**src/rtl/alu_mc.sv**
```systemverilog
// Multi-cycle handshaked ALU: single-cycle logic/arith ops, WIDTH-step shift-add MUL and
// restoring DIV. Result and flags are registered and held until out_ready.
module alu_mc #(
    parameter int WIDTH = 8
) (
    input  logic             clk,
    input  logic             rst_n,
    input  logic             in_valid,
    output logic             in_ready,
    input  logic [WIDTH-1:0] A,
    input  logic [WIDTH-1:0] B,
    input  logic [3:0]       ALU_Sel,
    output logic             out_valid,
    input  logic             out_ready,
    output logic [WIDTH-1:0] ALU_Out,
    output logic [WIDTH-1:0] ALU_Hi,
    output logic             CarryOut,
    output logic             ZeroFlag,
    output logic             OverflowFlag,
    output logic             NegativeFlag,
    output logic             DivByZero
);
    localparam int CntW = $clog2(WIDTH);

    typedef enum logic [1:0] {stIdle, stMul, stDiv, stDone} state_t;

    state_t            state;
    logic [CntW-1:0]   iterCnt;
    logic [WIDTH-1:0]  opnd;
    logic [WIDTH-1:0]  accHi;
    logic [WIDTH-1:0]  accLo;

    logic [WIDTH-1:0]  sRes;
    logic              sCarry;
    logic              sOvf;
    logic [WIDTH:0]    mulSum;
    logic [WIDTH:0]    divShift;
    logic              divGe;
    logic [WIDTH-1:0]  divDiff;
    logic [WIDTH-1:0]  nxtHi;
    logic [WIDTH-1:0]  nxtLo;

    assign in_ready  = (state == stIdle);
    assign out_valid = (state == stDone);

    always_comb begin
        sRes   = '0;
        sCarry = 1'b0;
        sOvf   = 1'b0;
        case (ALU_Sel)
            4'b0000: begin
                {sCarry, sRes} = {1'b0, A} + {1'b0, B};
                sOvf = (A[WIDTH-1] == B[WIDTH-1]) && (sRes[WIDTH-1] != A[WIDTH-1]);
            end
            4'b0001: begin
                sRes   = A - B;
                sCarry = (A < B);
                sOvf   = (A[WIDTH-1] != B[WIDTH-1]) && (sRes[WIDTH-1] != A[WIDTH-1]);
            end
            4'b0010: sRes = A & B;
            4'b0011: sRes = A | B;
            4'b0100: sRes = A ^ B;
            4'b0101: sRes = ~A;
            4'b0110: begin
                sRes   = {A[WIDTH-2:0], 1'b0};
                sCarry = A[WIDTH-1];
            end
            4'b0111: begin
                sRes   = {1'b0, A[WIDTH-1:1]};
                sCarry = A[0];
            end
            4'b1010: sRes = {{(WIDTH-1){1'b0}}, (A == B)};
            4'b1011: sRes = {{(WIDTH-1){1'b0}}, (A > B)};
            4'b1100: sRes = {{(WIDTH-1){1'b0}}, (A < B)};
            default: sRes = '0;
        endcase
    end

    // MUL: accHi:accLo is the product register, multiplier in accLo shifts out LSB-first.
    // DIV: accHi is the partial remainder, accLo the dividend shifting into the quotient.
    always_comb begin
        mulSum   = {1'b0, accHi} + (accLo[0] ? {1'b0, opnd} : '0);
        divShift = {accHi, accLo[WIDTH-1]};
        divGe    = (divShift >= {1'b0, opnd});
        divDiff  = divShift[WIDTH-1:0] - opnd;
        if (state == stDiv) begin
            nxtHi = divGe ? divDiff : divShift[WIDTH-1:0];
            nxtLo = {accLo[WIDTH-2:0], divGe};
        end else begin
            nxtHi = mulSum[WIDTH:1];
            nxtLo = {mulSum[0], accLo[WIDTH-1:1]};
        end
    end

    always_ff @(posedge clk or negedge rst_n) begin
        if (!rst_n) begin
            state        <= stIdle;
            iterCnt      <= '0;
            opnd         <= '0;
            accHi        <= '0;
            accLo        <= '0;
            ALU_Out      <= '0;
            ALU_Hi       <= '0;
            CarryOut     <= 1'b0;
            ZeroFlag     <= 1'b0;
            OverflowFlag <= 1'b0;
            NegativeFlag <= 1'b0;
            DivByZero    <= 1'b0;
        end else begin
            case (state)
                stIdle: begin
                    if (in_valid) begin
                        iterCnt <= '0;
                        accHi   <= '0;
                        if (ALU_Sel == 4'b1000) begin
                            opnd  <= A;
                            accLo <= B;
                            state <= stMul;
                        end else if (ALU_Sel == 4'b1001 && B != '0) begin
                            opnd  <= B;
                            accLo <= A;
                            state <= stDiv;
                        end else begin
                            ALU_Out      <= sRes;
                            ALU_Hi       <= '0;
                            CarryOut     <= sCarry;
                            ZeroFlag     <= (sRes == '0);
                            OverflowFlag <= sOvf;
                            NegativeFlag <= sRes[WIDTH-1];
                            DivByZero    <= (ALU_Sel == 4'b1001);
                            state        <= stDone;
                        end
                    end
                end
                stMul, stDiv: begin
                    accHi <= nxtHi;
                    accLo <= nxtLo;
                    if (iterCnt == CntW'(WIDTH - 1)) begin
                        ALU_Out      <= nxtLo;
                        ALU_Hi       <= nxtHi;
                        CarryOut     <= (state == stMul) && (nxtHi != '0);
                        ZeroFlag     <= (nxtLo == '0);
                        OverflowFlag <= 1'b0;
                        NegativeFlag <= nxtLo[WIDTH-1];
                        DivByZero    <= 1'b0;
                        state        <= stDone;
                    end else begin
                        iterCnt <= iterCnt + CntW'(1);
                    end
                end
                stDone: begin
                    if (out_ready) state <= stIdle;
                end
                default: state <= stIdle;
            endcase
        end
    end
endmodule

```
**config.mk**
```make
export PLATFORM = sky130hd
export DESIGN_NAME = alu_mc
export DESIGN_NICKNAME = d
export VERILOG_FILES = /design/src/rtl/alu_mc.sv
export SDC_FILE = /design/constraint.sdc
export NUM_CORES = 1
export LEC_CHECK = 0
export ABC_AREA = 1
export CAP_MARGIN = 40
export CORE_MARGIN = 3
export CORE_UTILIZATION = 59
export DETAILED_ROUTE_END_ITERATION = 10
export PLACE_DENSITY = 0.82
export SYNTH_ARGS = -nofsm -noshare
export SYNTH_HDL_FRONTEND = slang
export SYNTH_SLANG_ARGS = --single-unit
```
**constraint.sdc**
```tcl
create_clock -name clk -period 2.95 [get_ports clk]
set_clock_uncertainty 0.15 [all_clocks]
set_input_delay 0.295 -clock clk [delete_from_list [all_inputs] [get_ports clk]]
set_output_delay 0.295 -clock clk [all_outputs]
set_load 0.03 [all_outputs]
```
# Word level (Yosys, flattened, before mapping)

Index checks and enable logic that the tools add are counted.

Output and inout bits: 23
Flip-flop bits (word level): 50

Order comparisons: 3
Reduce and logical (&&, ||, !) cells: 19
Add/subtract/negate cells: 5
Muxes and demuxes: 58
Equal/unequal tests: 28
Bitwise gates (word level): 4

Operators with widths:

| operator             | count |
|---|---|
| $mux W8              | 18 |
| $pmux W8 S11         | 1 |
| $pmux W8 S2          | 4 |
| $eq A4 B4 Y1 const B | 5 |
| $mux W1              | 20 |
| $add A8 B8 Y9        | 2 |
| $eq A4 B3 Y1 const B | 4 |
| $logic_not A8 Y1     | 2 |
| $reduce_bool A8 Y1   | 2 |
| $sub A8 B8 Y8        | 2 |
| $pmux W1 S2          | 6 |
| $reduce_and A3 Y1    | 4 |
| $ne A2 B2 Y1 const B | 5 |
| $ge A9 B8 Y1         | 1 |
| $and A8 B8 Y8        | 1 |
| $eq A4 B2 Y1 const B | 2 |
| $eq A8 B8 Y1         | 1 |
| $gt A8 B8 Y1         | 1 |
| $lt A8 B8 Y1         | 1 |
| $mux W2              | 4 |
| $not A8 Y8           | 1 |
| $or A8 B8 Y8         | 1 |
| $xor A8 B8 Y8        | 1 |
| $mux W3              | 2 |
| other kinds (19)     | 26 |

# Depth between registers and ports, before layout

Depth after elaboration: 8
Mapped depth: 18

# Worst setup path before layout

Ideal clock, no wire load.

Path type: register to register
Start: reg accLo[0]
End: reg CarryOut
Period minus slack after synthesis: 2.337 ns
Data arrival time: 2.064 ns
Data required time: 2.678 ns
Slack: 0.613 ns
Stages on the path, launching flop included: 19
Cell sequence: dfrtp_1 > clkbuf_1 > nand2_1 > inv_1 > ha_1 > inv_1 > fa_1 > nor2_1 > o21ai_0 > nand2_1 > nand2_1 > nand3_1 > nand2_1 > nor2_1 > nand3_1 > nor2_1 > nand3_1 > nand2_1 > a21oi_1

Longest elaborated chain between the ends: 7

Ends and longest elaborated chain:

| element                | line | RTL |
|---|---|---|
| from (decl)            | 31   | `logic [WIDTH-1:0] accLo;` |
| from (signal assigned) | 137  | `accLo <= nxtLo;` |
| $mux W8                | 82   | `mulSum = {1'b0, accHi} + (accLo[0] ? {1'b0, opnd} : '0);` |
| $add A8 B8 Y9          | 82   |  |
| $mux W8                | 86   | `if (state == stDiv) begin` |
| $reduce_bool A8 Y1     | 141  | `CarryOut <= (state == stMul) && (nxtHi != '0);` |
| $logic_and A1 B1 Y1    | 141  |  |
| $mux W1                | 138  | `if (iterCnt == CntW'(WIDTH - 1)) begin` |
| $pmux W1 S2            | 110  | `case (state)` |
| to (signal assigned)   | 126  | `CarryOut <= sCarry;` |
| to (signal assigned)   | 141  |  |
| to (decl)              | 17   | `output logic CarryOut,` |

No other way between the ends. The select of a mux whose other input is x is not followed.
A chain may end at the register's enable or synchronous reset.

# Worst setup path after layout

Start: in A[1]
End: reg ZeroFlag

Longest elaborated chain between the ends: 7
Elaborated cells between the ends (all ways): 15
Classes of those cells: 2 x add/sub; 2 x order compare; 1 x eq/ne; 5 x mux; 4 x bitwise; 1 x reduce/logical

Ends and longest elaborated chain:

| element                                     | line | RTL |
|---|---|---|
| from (decl)                                 | 10   | `input logic [WIDTH-1:0] A,` |
| $sub A8 B8 Y8, or another cell as far along | 56   | `sRes = A - B;` |
| $pmux W8 S11 (*)                            | 50   | `case (ALU_Sel)` |
| $logic_not A8 Y1 (*)                        | 127  | `ZeroFlag <= (sRes == '0);` |
| $mux W1 (*)                                 | 119  | `end else if (ALU_Sel == 4'b1001 && B != '0) begin` |
| $mux W1 (*)                                 | 115  | `if (ALU_Sel == 4'b1000) begin` |
| $mux W1 (*)                                 | 112  | `if (in_valid) begin` |
| $pmux W1 S2 (*)                             | 110  |  |
| to (signal assigned)                        | 127  |  |
| to (signal assigned)                        | 142  | `ZeroFlag <= (nxtLo == '0);` |
| to (decl)                                   | 18   | `output logic ZeroFlag,` |

Mark *: on every way between the ends. The rest lies on a longest branch, timed or not. The select of a mux whose other input is x is not followed.

==> reports/results.ini <==
[sta]
worstMarginPinSlew_ns=0.6211
slew_headroom_pct=58.60
hold_slack_ns=0.3430
finalCritPeriodShare_pct=90.40
max_freq_mhz=375.0
period_needed_ns=2.667
hold_violations=0
rsz0062_at_grt=no
drv_slew=0
setup_tns_ns=0
setup_slack_ns=0.2831
setup_viol=0

[route]
dr.pass1.iters=5
viasPerCell=6.069
drt.antenna.violating_nets=0
vias=5529
totalWireLength_um=16020
route.detailed.drc=0
wire_per_inst_um=17.59
drt-initial-drc-count=594

[critical_path]
r2r_setup_slack_ns=0.34
critPathLaunch=A[1]
cpMostUsedCell=nand2_1
endpoint=ZeroFlag
critPathKind=input pin to flip-flop
ff2ff_path_depth=15
crit_path_top_delay_cell=clkdlybuf4s50_1
cp_max_fo=8
crit_chain=clkdlybuf4s50_1 > inv_1 > ha_1 > inv_1 > nand3_1 > nand3_1 > nand3_1 > nand2_1 > nand2_1 > nand2_1 > nand2_1 > a21oi_1 > nor2_1 > nand2_1 > nor2_1 > nor2_1 > nor2_1
cp_data_arrival_time_ns=2.76
r2r-end=CarryOut
start_kind=input pin
critPathMaxStageDelay_ns=0.69
crit_path_end_kind=flip-flop
r2r-start=accHi[0]
required_ns=3.04

[power]
powerDensity_nw_per_um2=1024
p_comb_share_pct=71.8
total_leakage_power_nw=3.029
clkPwrFrac_pct=7.5
power_frac_seq_pct=20.7
p_int_mw=2.613
p_sw_mw=3.272
max-vdd-ir-drop_mv=1.034
switching_share_pct=55.60

[clock_tree]
clock_sinks=49
htree_levels=2
clockRootBuffer=clkbuf_8
clock_latency_ns=0.32
holdBufCountCts=1
post_cts_resize_count=0
clock_path_buffers=2
path_clk_slew_ns=0.11
cts_tree=yes
cts_setup_buffers=0
numCtsBuffers=5

[cells_and_area]
diodes=0
nFillCells=683
areaGrowthSynthToFinish_pct=15.46
fin_nets=884
post-route-cell-area_um2=5748
register_area_um2=1226
fin_cells=911
multi_input_area_um2=3172
drive_gt1_share_pct=8.653

[yosys]
synth_xor_area_share_pct=0.5278
synth_compound_area_share_pct=16.96
netlist_instances=746
yosys_warnings=0
ys_seq_area_share_pct=24.63
synth_nets=822
ys_ff_latch=49
synthAdderAreaFrac_pct=13.67
yosys.area_share.simple_pct=32.34
synth_top_family_by_area=simple AND/OR/NAND/NOR gates
async_flop_share_pct=100.0
synth_area_um2=4979
ys.flop_type=dfrtp_1
syn_area_per_cell_um2=6.674
synthMuxAreaShare_pct=0.2011
synth-edff-count=0
synth.distinct_cells=54

[placed_design]
dp_hpwl_um=12670
post_dp_cell_area_um2=5640
gp_congestion=1.011
port_buffers=46
pre_cts_slack_ns=0.03010
dpl.cell_count=902

[floorplanning]
chipHeight_um=97.86
start_util_pct=62.48
ios=47
design.die.area_um2=9577
core_area_um2=7968
num_rows=32
die_x_um=97.86

[worst_hold_path]
min_path_cells=2
hold_class=flip-flop to flip-flop
min_from=ALU_Hi[4]

[grt]
grt_usage_pct=34.29
grt_max_degree=28
grt-ovfl-total=0
antenna_found_initial=0
grt_pass1_vias=5407
grt_pass1_wl_um=26790

[outcome]
status=complete, no violations

[job]
drv_cap=0

## how the worst min path moves through the flow
stage / endpoint / slack, ns
after floorplan: ALU_Hi[0] / -0.15
after global placement: opnd[3] / 0.17
after detailed placement: opnd[3] / 0.19
after CTS: ALU_Hi[2] / 0.34
after global routing: ALU_Hi[6] / 0.37
final: ALU_Hi[4] / 0.34
## area by class of cell
class / count / area share (%)
Clock buffer: 5 / 1.197
Inverter: 119 / 7.945
Sequential cell: 49 / 21.33
Tap cell: 102 / 2.220
Clock inverter: 3 / 0.5007
Multi-Input combinational cell: 559 / 55.18
Timing Repair Buffer: 74 / 11.62
## cell usage after synthesis, types with 3 or more instances
library cell	n	area share [%]
o22ai_1	5	0.63
o31ai_1	4	0.60
inv_2	7	0.53
a21oi_1	27	2.7
buf_4	3	0.45
buf_6	3	0.68
nand4_1	18	2.3
o221ai_1	12	2.1
fa_1	4	1.6
o21ai_1	7	0.70
nand2_4	4	0.90
nor2_1	61	4.6
o21ai_0	51	5.1
or2_2	3	0.38
nor3_1	4	0.40
nand2_2	5	0.63
inv_1	110	8.3
nand2_1	202	15
dfrtp_1	49	25
nor2_4	3	0.68
ha_1	48	12
clkbuf_1	5	0.38
nand3_1	55	5.5
o21a_1	3	0.45
o211ai_1	12	1.8
buf_2	5	0.50
## metrics by stage
step | utilization (%) | total power, mW
final | 72.14 | 5.885
after global routing | 72.14 | 6.448
after CTS | 72.14 | 5.812
after detailed placement | 70.79 | 5.352
after global placement | 70.79 | 5.203
after floorplan | - | 4.196
## power by group through the flow
stage	Clock, mW	Combinational [mW]	Sequential (mW)
6_report	0.440	4.23	1.22
5_1_grt	0.471	4.73	1.25
4_1_cts	0.442	4.16	1.21
3_5_place_dp	0	4.13	1.22
3_3_place_gp	0	4.00	1.21
2_1_floorplan	0	2.86	1.34
## logic make-up (layout without fill, tap and decap cells)
| logic type | Yosys count | after routing |
|---|---|---|
| mux | 1 | 1 |
| buf+inv | 138 | 201 |
| simple gates | 365 | 365 |
| flops | 49 | 49 |
| compound gates | 138 | 138 |
| fa+ha+maj | 52 | 52 |
| xor+xnor | 3 | 3 |
## worst max-delay path: cells and delay by family
family,cells,cell delay [ns]
fa+ha+maj,1,0.34
buf+inv,3,0.93
simple gates,12,1.08
compound gates,1,0.07
## flip-flops by register name, indices dropped and copies added (netlist names)
signal,count
ALU_Hi,8
accHi,8
NegativeFlag,1
DivByZero,1
OverflowFlag,1
ALU_Out,7
state,2
iterCnt,3
ZeroFlag,1
opnd,8
CarryOut,1
accLo,8
## layout by cell type (no fill, tap or decap), types with 2 or more instances in the layout
cell             Yosys  final
nor2_1              61     61
a31oi_1              2      2
nand4_1             18     18
a21oi_1             27     27
nor3_1               4      4
o21a_1               3      3
a22oi_1              2      2
o21ai_2              2      2
nor2_2               2      2
nand2_4              4      4
ha_1                48     48
o21ai_0             51     51
xor2_1               2      2
clkinv_4             1      2
a32o_1               2      2
inv_1              110    110
a211oi_1             2      2
o211ai_1            12     12
o221ai_1            12     12
fa_1                 4      4
clkbuf_8             0      5
nand2_2              5      5
inv_6                1      2
nand3_1             55     55
o31ai_1              4      4
inv_2                7      7
o21bai_1             2      2
or2_2                3      3
nand2_1            202    202
clkdlybuf4s50_1      0     45
o22ai_1              5      5
buf_4                3     27
o21ai_1              7      7
nor2_4               3      3
dfrtp_1             49     49
## metal layers
metal | GRT usage, % | up-vias | wire, µm
met3 | 5.214 | 71 | 1249
met4 | 15.34 | 0 | 764
met5 | 0 | - | 0
li1 | - | 2574 | -
met1 | 44.39 | 2569 | 6478
met2 | 56.65 | 315 | 7531
(Power assumes the default switching activity.)
